File: src/rtl/mem_pkg.sv
// Shared types and width helpers for the L1 line refill engine.
// Pure declarations: no latency, no flow control.
package mem_pkg;

    typedef enum logic [1:0] {
        IDLE,
        ISSUE,
        GAP,
        DONE
    } refill_state_t;

    // Widths for the default 8-word line; parametrised users call the functions below.
    localparam int DEF_WORDS_PER_LINE = 8;
    localparam int IDX_BITS           = $clog2(DEF_WORDS_PER_LINE);
    localparam int OFFSET_BITS        = IDX_BITS + 2;

    function automatic int idx_bits(input int words_per_line);
        return $clog2(words_per_line);
    endfunction

    function automatic int offset_bits(input int words_per_line);
        return $clog2(words_per_line) + 2;
    endfunction

    function automatic int port_bits(input int num_ports);
        return (num_ports > 1) ? $clog2(num_ports) : 1;
    endfunction

endpackage

File: src/rtl/rr_arbiter.sv
// Round-robin grant: first set request at or above ptr, wrapping upward.
// Combinational, zero latency; a port with no request is simply skipped.
module rr_arbiter
    import mem_pkg::*;
#(
    parameter int N  = 2,
    parameter int PW = port_bits(N)
) (
    input  logic [N-1:0]  req,
    input  logic [PW-1:0] ptr,
    output logic [N-1:0]  gnt,
    output logic [PW-1:0] gnt_idx,
    output logic          gnt_vld
);

    always_comb begin
        gnt     = '0;
        gnt_idx = '0;
        gnt_vld = 1'b0;
        for (int k = 0; k < N; k++) begin
            if (!gnt_vld && req[(int'(ptr) + k) % N]) begin
                gnt_vld                     = 1'b1;
                gnt_idx                     = PW'((int'(ptr) + k) % N);
                gnt[(int'(ptr) + k) % N]    = 1'b1;
            end
        end
    end

endmodule

File: src/rtl/l1_refill_engine.sv
// Streams whole cache lines between NUM_PORTS L1s and single-ported main memory.
// Grant one cycle after request; each word waits for mm_valid, then one idle GAP cycle.
module l1_refill_engine
    import mem_pkg::*;
#(
    parameter int NUM_PORTS      = 2,
    parameter int ADDR_WIDTH     = 32,
    parameter int WORD_SIZE      = 32,
    parameter int WORDS_PER_LINE = 8
) (
    input  logic                            MEM_CLK,
    input  logic                            RST,
    input  logic [NUM_PORTS-1:0]            req_valid,
    input  logic [NUM_PORTS-1:0]            req_write,
    input  logic [NUM_PORTS*ADDR_WIDTH-1:0] req_addr,
    output logic [NUM_PORTS-1:0]            req_ready,
    input  logic [NUM_PORTS*WORD_SIZE-1:0]  wb_data,
    output logic [NUM_PORTS-1:0]            wb_rd,
    output logic [NUM_PORTS-1:0]            fill_valid,
    output logic [WORD_SIZE-1:0]            fill_data,
    output logic [$clog2(WORDS_PER_LINE)-1:0] fill_idx,
    output logic [NUM_PORTS-1:0]            done,
    output logic                            mm_re,
    output logic                            mm_we,
    output logic [ADDR_WIDTH-3:0]           mm_addr,
    output logic [WORD_SIZE-1:0]            mm_din,
    input  logic [WORD_SIZE-1:0]            mm_dout,
    input  logic                            mm_valid
);

    localparam int PW     = port_bits(NUM_PORTS);
    localparam int IW     = idx_bits(WORDS_PER_LINE);
    localparam int OW     = offset_bits(WORDS_PER_LINE);
    localparam int MW     = ADDR_WIDTH - 2;
    localparam int LINE_W = ADDR_WIDTH - OW;

    refill_state_t         state_q, state_d;
    logic [PW-1:0]         rr_ptr_q, rr_ptr_d;
    logic [PW-1:0]         grant_q, grant_d;
    logic [IW-1:0]         cnt_q, cnt_d;
    logic                  wr_q, wr_d;
    logic [MW-1:0]         base_q, base_d;
    logic [NUM_PORTS-1:0]  req_ready_q, req_ready_d;

    logic [NUM_PORTS-1:0]  arb_gnt;
    logic [PW-1:0]         arb_idx;
    logic                  arb_vld;
    logic [LINE_W-1:0]     sel_line;
    logic [WORD_SIZE-1:0]  wb_word;

    rr_arbiter #(
        .N  (NUM_PORTS),
        .PW (PW)
    ) u_arb (
        .req     (req_valid),
        .ptr     (rr_ptr_q),
        .gnt     (arb_gnt),
        .gnt_idx (arb_idx),
        .gnt_vld (arb_vld)
    );

    // Only the line-number bits of the winner's address are kept; offset is implied zero.
    assign sel_line  = req_addr[arb_idx*ADDR_WIDTH + OW +: LINE_W];
    assign wb_word   = wb_data[grant_q*WORD_SIZE +: WORD_SIZE];
    assign req_ready = req_ready_q;

    always_comb begin
        state_d     = state_q;
        rr_ptr_d    = rr_ptr_q;
        grant_d     = grant_q;
        cnt_d       = cnt_q;
        wr_d        = wr_q;
        base_d      = base_q;
        req_ready_d = '0;
        fill_valid  = '0;
        fill_data   = '0;
        fill_idx    = '0;
        wb_rd       = '0;
        done        = '0;
        mm_re       = 1'b0;
        mm_we       = 1'b0;
        mm_addr     = '0;
        mm_din      = '0;

        unique case (state_q)
            IDLE: begin
                if (arb_vld) begin
                    req_ready_d = arb_gnt;
                    grant_d     = arb_idx;
                    wr_d        = req_write[arb_idx];
                    base_d      = {sel_line, IW'(0)};
                    cnt_d       = '0;
                    state_d     = ISSUE;
                end
            end
            ISSUE: begin
                mm_re   = !wr_q;
                mm_we   = wr_q;
                mm_addr = base_q + MW'(cnt_q);
                mm_din  = wb_word;
                if (mm_valid) begin
                    if (wr_q) begin
                        wb_rd[grant_q] = 1'b1;
                    end else begin
                        fill_valid[grant_q] = 1'b1;
                        fill_data           = mm_dout;
                        fill_idx            = cnt_q;
                    end
                    // cnt wraps to zero after the last word, ready for the next line.
                    cnt_d   = cnt_q + IW'(1);
                    state_d = (cnt_q == IW'(WORDS_PER_LINE - 1)) ? DONE : GAP;
                end
            end
            GAP: begin
                state_d = ISSUE;
            end
            DONE: begin
                done[grant_q] = 1'b1;
                rr_ptr_d      = (grant_q == PW'(NUM_PORTS - 1)) ? '0 : grant_q + PW'(1);
                state_d       = IDLE;
            end
            default: begin
                state_d = IDLE;
            end
        endcase
    end

    always_ff @(posedge MEM_CLK or posedge RST) begin
        if (RST) begin
            state_q     <= IDLE;
            rr_ptr_q    <= '0;
            grant_q     <= '0;
            cnt_q       <= '0;
            wr_q        <= 1'b0;
            base_q      <= '0;
            req_ready_q <= '0;
        end else begin
            state_q     <= state_d;
            rr_ptr_q    <= rr_ptr_d;
            grant_q     <= grant_d;
            cnt_q       <= cnt_d;
            wr_q        <= wr_d;
            base_q      <= base_d;
            req_ready_q <= req_ready_d;
        end
    end

endmodule

File: config.mk
export PLATFORM = sky130hd
export DESIGN_NAME = l1_refill_engine
export DESIGN_NICKNAME = d
export VERILOG_FILES = /design/src/rtl/mem_pkg.sv /design/src/rtl/rr_arbiter.sv /design/src/rtl/l1_refill_engine.sv
export SDC_FILE = /design/constraint.sdc
export NUM_CORES = 1
export LEC_CHECK = 0
export BUFFER_PORTS_ARGS = -buffer_cell sky130_fd_sc_hd__clkbuf_2
export CORE_AREA = 5 5 102 104
export CTS_CLUSTER_SIZE = 14
export DETAILED_ROUTE_END_ITERATION = 12
export DIE_AREA = 0 0 107 109
export PLACE_DENSITY = 0.76
export SLEW_MARGIN = 20
export SYNTH_ARGS = -nofsm -noshare
export SYNTH_HDL_FRONTEND = slang
export SYNTH_SLANG_ARGS = --single-unit
File: constraint.sdc
create_clock -name MEM_CLK -period 1.2 [get_ports MEM_CLK]
set_input_delay 0.12 -clock MEM_CLK [delete_from_list [all_inputs] [get_ports MEM_CLK]]
set_output_delay 0.12 -clock MEM_CLK [all_outputs]
set_load 0.02 [all_outputs]
==> impl_metrics.csv <==
group,metric,value,unit
run_status,run_status,"finished, violations left",
run_status,violations,"negative setup slack",
detailed_routing,drt_wl_total,15920,um
logic_synthesis,synth-main-ff-cell,"dfrtp_1",
finish,utilization,0.7077,
logic_synthesis,synth_top_area_share,0.3165,
global_routing,track_usage,0.2392,
pwr,powerDensity,2506,nW/um^2
floorplan,die-height,109,um
detailed_routing,wl_met2,8299,um
place,place.gp.congestion,0.9652,
logic_synthesis,syn_area,2925,um^2
pwr,power_leakage,3.162,nW
clocking,clock_latency,280,ps
clocking,cts_root_buf,"clkbuf_8",
clocking,htreeDepth,2,
logic_synthesis,synth-edff-count,0,
logic_synthesis,async_flop_share,1.000,
place,dp_slack,-628.7,ps
detailed_routing,drt-met1-wl,5650,um
floorplan,dieArea,11660,um^2
logic_synthesis,synth-seq-cells,37,
detailed_routing,num_vias,4004,
sta,min_period,1831,ps
detailed_routing,met3_length,1339,um
detailed_routing,post-route-drc-count,0,
critical_path,cp.arrival,1710,ps
logic_synthesis,synth_cell_types,28,
logic_synthesis,synthMostInstantiatedCell,"and2_1",
finish,drive_gt1_frac,0.7369,
detailed_routing,wl_per_cell,20.81,um
floorplan,die_w,107,um
critical_path,cp_max_fo,18,
global_routing,antenna_found_initial,1,
clocking,cts_tree,"built",
logic_synthesis,ys_seq_area_frac,0.3165,
place,placed_cells,729,
logic_synthesis,synth_top_cell_by_area,"dfrtp_1",
critical_path,reg2regPathDepth,8,
global_routing,grt_overflow_total,0,
logic_synthesis,synth.avg_cell_area,8.334,um^2
critical_path,worstSetupPathType,"reg2out",
detailed_routing,top_layer,"met4",
hold_path,hold_depth,3,
place,detailed_place_hpwl,10390,um
detailed_routing,final_antenna_net_count,0,
finish,syn_to_final_growth,128.8,%
logic_synthesis,syn-num-nets,520,
sta,tns,-61390,ps
floorplan,core_area,9459,um^2
sta,setup_slack,-631.5,ps
floorplan,placementRows,36,
clocking,clk_pin_slew,70,ps
global_routing,grt_pass1_wl,21670,um
sta,fin_skew,6.792,ps
critical_path,rr_startpoint,"state_q[1]",
sta,finalSetupViolations,139,
detailed_routing,first_pass_iters,4,
detailed_routing,drtIter0Drc,226,
logic_synthesis,synthCells,351,
critical_path,reg2reg_setup_slack,-350,ps
hold_path,hold_path_startpoint,"req_valid[0]",
logic_synthesis,ys_top_cells_by_count,"and2_1 (68), dfrtp_1 (37), nor2_1 (37)",
critical_path,cp.required,1080,ps
sta,tightest_slew,477.3,ps
clocking,cts_max_path_buffers,2,
clocking,cts.sink_count,37,
sta,max_clock_freq,0.5460,GHz
finish,instances_no_fill,765,
floorplan,initial_core_util,0.3093,
sta,rsz0062_at_grt,"yes",
global_routing,grt_pass1_vias,4069,
detailed_routing,vias_per_cell,5.234,
finish,layout.nets,819,
critical_path,rr_endpoint,"cnt_q[0]",
logic_synthesis,synthTopCellsByArea,"dfrtp_1 (32%), and2_1 (15%), mux2i_1 (11%)",
critical_path,endpoint_kind,"output pin",
hold_path,min_to,"req_ready[0]",
global_routing,grt_max_degree,38,
sta,final_hold_viol_count,0,
sta,period_share,1.526,
hold_path,hold_path.class,"in2reg",
logic_synthesis,synth.yosys.warnings,0,
critical_path,critPathLaunchType,"flop",
place,io_buffers,263,
sta,slew_violations,0,
sta,max_slew_margin,0.6818,
pwr,peakVddDrop,1.438,mV
floorplan,io-pin-count,274,
clocking,cts_buffers,5,
finish,fillers,649,
run,cap_violations,0,
[worst max-delay path by stage]
stage,from,endpoint,slack [ps],cells past startpoint
after floorplan,state_q[1],fill_idx[0],-190,6
after global placement,state_q[1],mm_addr[6],-530,3
after detailed placement,state_q[1],mm_addr[13],-630,3
after CTS,state_q[1],fill_valid[0],-620,6
after global routing,state_q[1],fill_data[2],-700,6
final,state_q[1],fill_data[28],-630,6
[metal layers]
| metal | GRT usage | up-vias |
|---|---|---|
| met5 | 0 | - |
| met4 | 0.07763 | 0 |
| met3 | 0.06750 | 54 |
| met2 | 0.4433 | 229 |
| met1 | 0.2636 | 1904 |
| li1 | - | 1817 |
[cell usage in the layout (no fill, tap or decap), drive strengths merged]
cell	count
dlygate4sd3	1
o22ai	1
and3	3
nor2	37
diode	1
a21o	2
nor2b	6
clkbuf	189
and3b	1
nand2	4
mux2	1
a31oi	28
and2	68
buf	145
nand2b	2
a21oi	30
nand3	28
ha	2
dfrtp	37
a22o	2
inv	2
or2	1
mux2i	32
o21ai	28
[stage by stage]
step / hold WS, ps / power, mW / area, um^2
final: 84.84 / 16.77 / 6694
after global placement: 244.2 / 10.55 / 4898
after CTS: 63.85 / 13.90 / 5971
after floorplan: 230.2 / 7.952 / 3287
after detailed placement: 252.6 / 10.75 / 4898
after global routing: 84.78 / 17.57 / 6694
[registers in the layout, indices dropped and copies added (netlist names)]
signal,cells
wr_q,1
cnt_q,3
req_ready,2
state_q,2
rr_ptr_q,1
base_q,27
grant_q,1
[final cells by class]
type	count	area [um^2]	share of cell area
Timing Repair Buffer	328	3098	0.4628
Inverter	2	7.507	0.001121
Clock buffer	7	86.33	0.01290
Sequential cell	37	928.4	0.1387
Tap cell	114	142.6	0.02131
Antenna cell	1	2.502	0.0003738
Multi-Input combinational cell	276	2429	0.3628
[where the power goes]
group	switching [mW]	total (mW)	internal (mW)
Combinational	6.25	13.6	7.34
Clock	0.417	0.873	0.456
Sequential	0.447	2.30	1.86
[logic make-up (layout without fill, tap and decap cells)]
logic type      Yosys count  after routing  synth area share
simple gates            149            150            0.2750
fa+ha+maj                 2              2          0.008553
buf+inv                  39            337           0.07143
compound gates           91             91            0.2151
flops                    37             37            0.3165
other cells               0              1                 0
mux                      33             33            0.1133
[worst max-delay path, stage by stage (launching register included)]
cell	delay, ps
dfrtp_2	410
buf_6	120
and3b_1	210
nor2b_4	210
clkbuf_16	200
and2_4	150
clkbuf_8	140
[timing repair]
| action | 4_1_cts | 5_1_grt |
|---|---|---|
| hold buffers | 1 | 0 |
| resized for setup | 193 | 203 |
| setup endpoints to repair | 139 | 141 |
| endpoints found under the hold margin | 37 | 0 |
| buffers inserted | 11 | 10 |
| gates cloned | 3 | 7 |
| pin swaps | 11 | 40 |
Power figures use the tool's default switching activity.
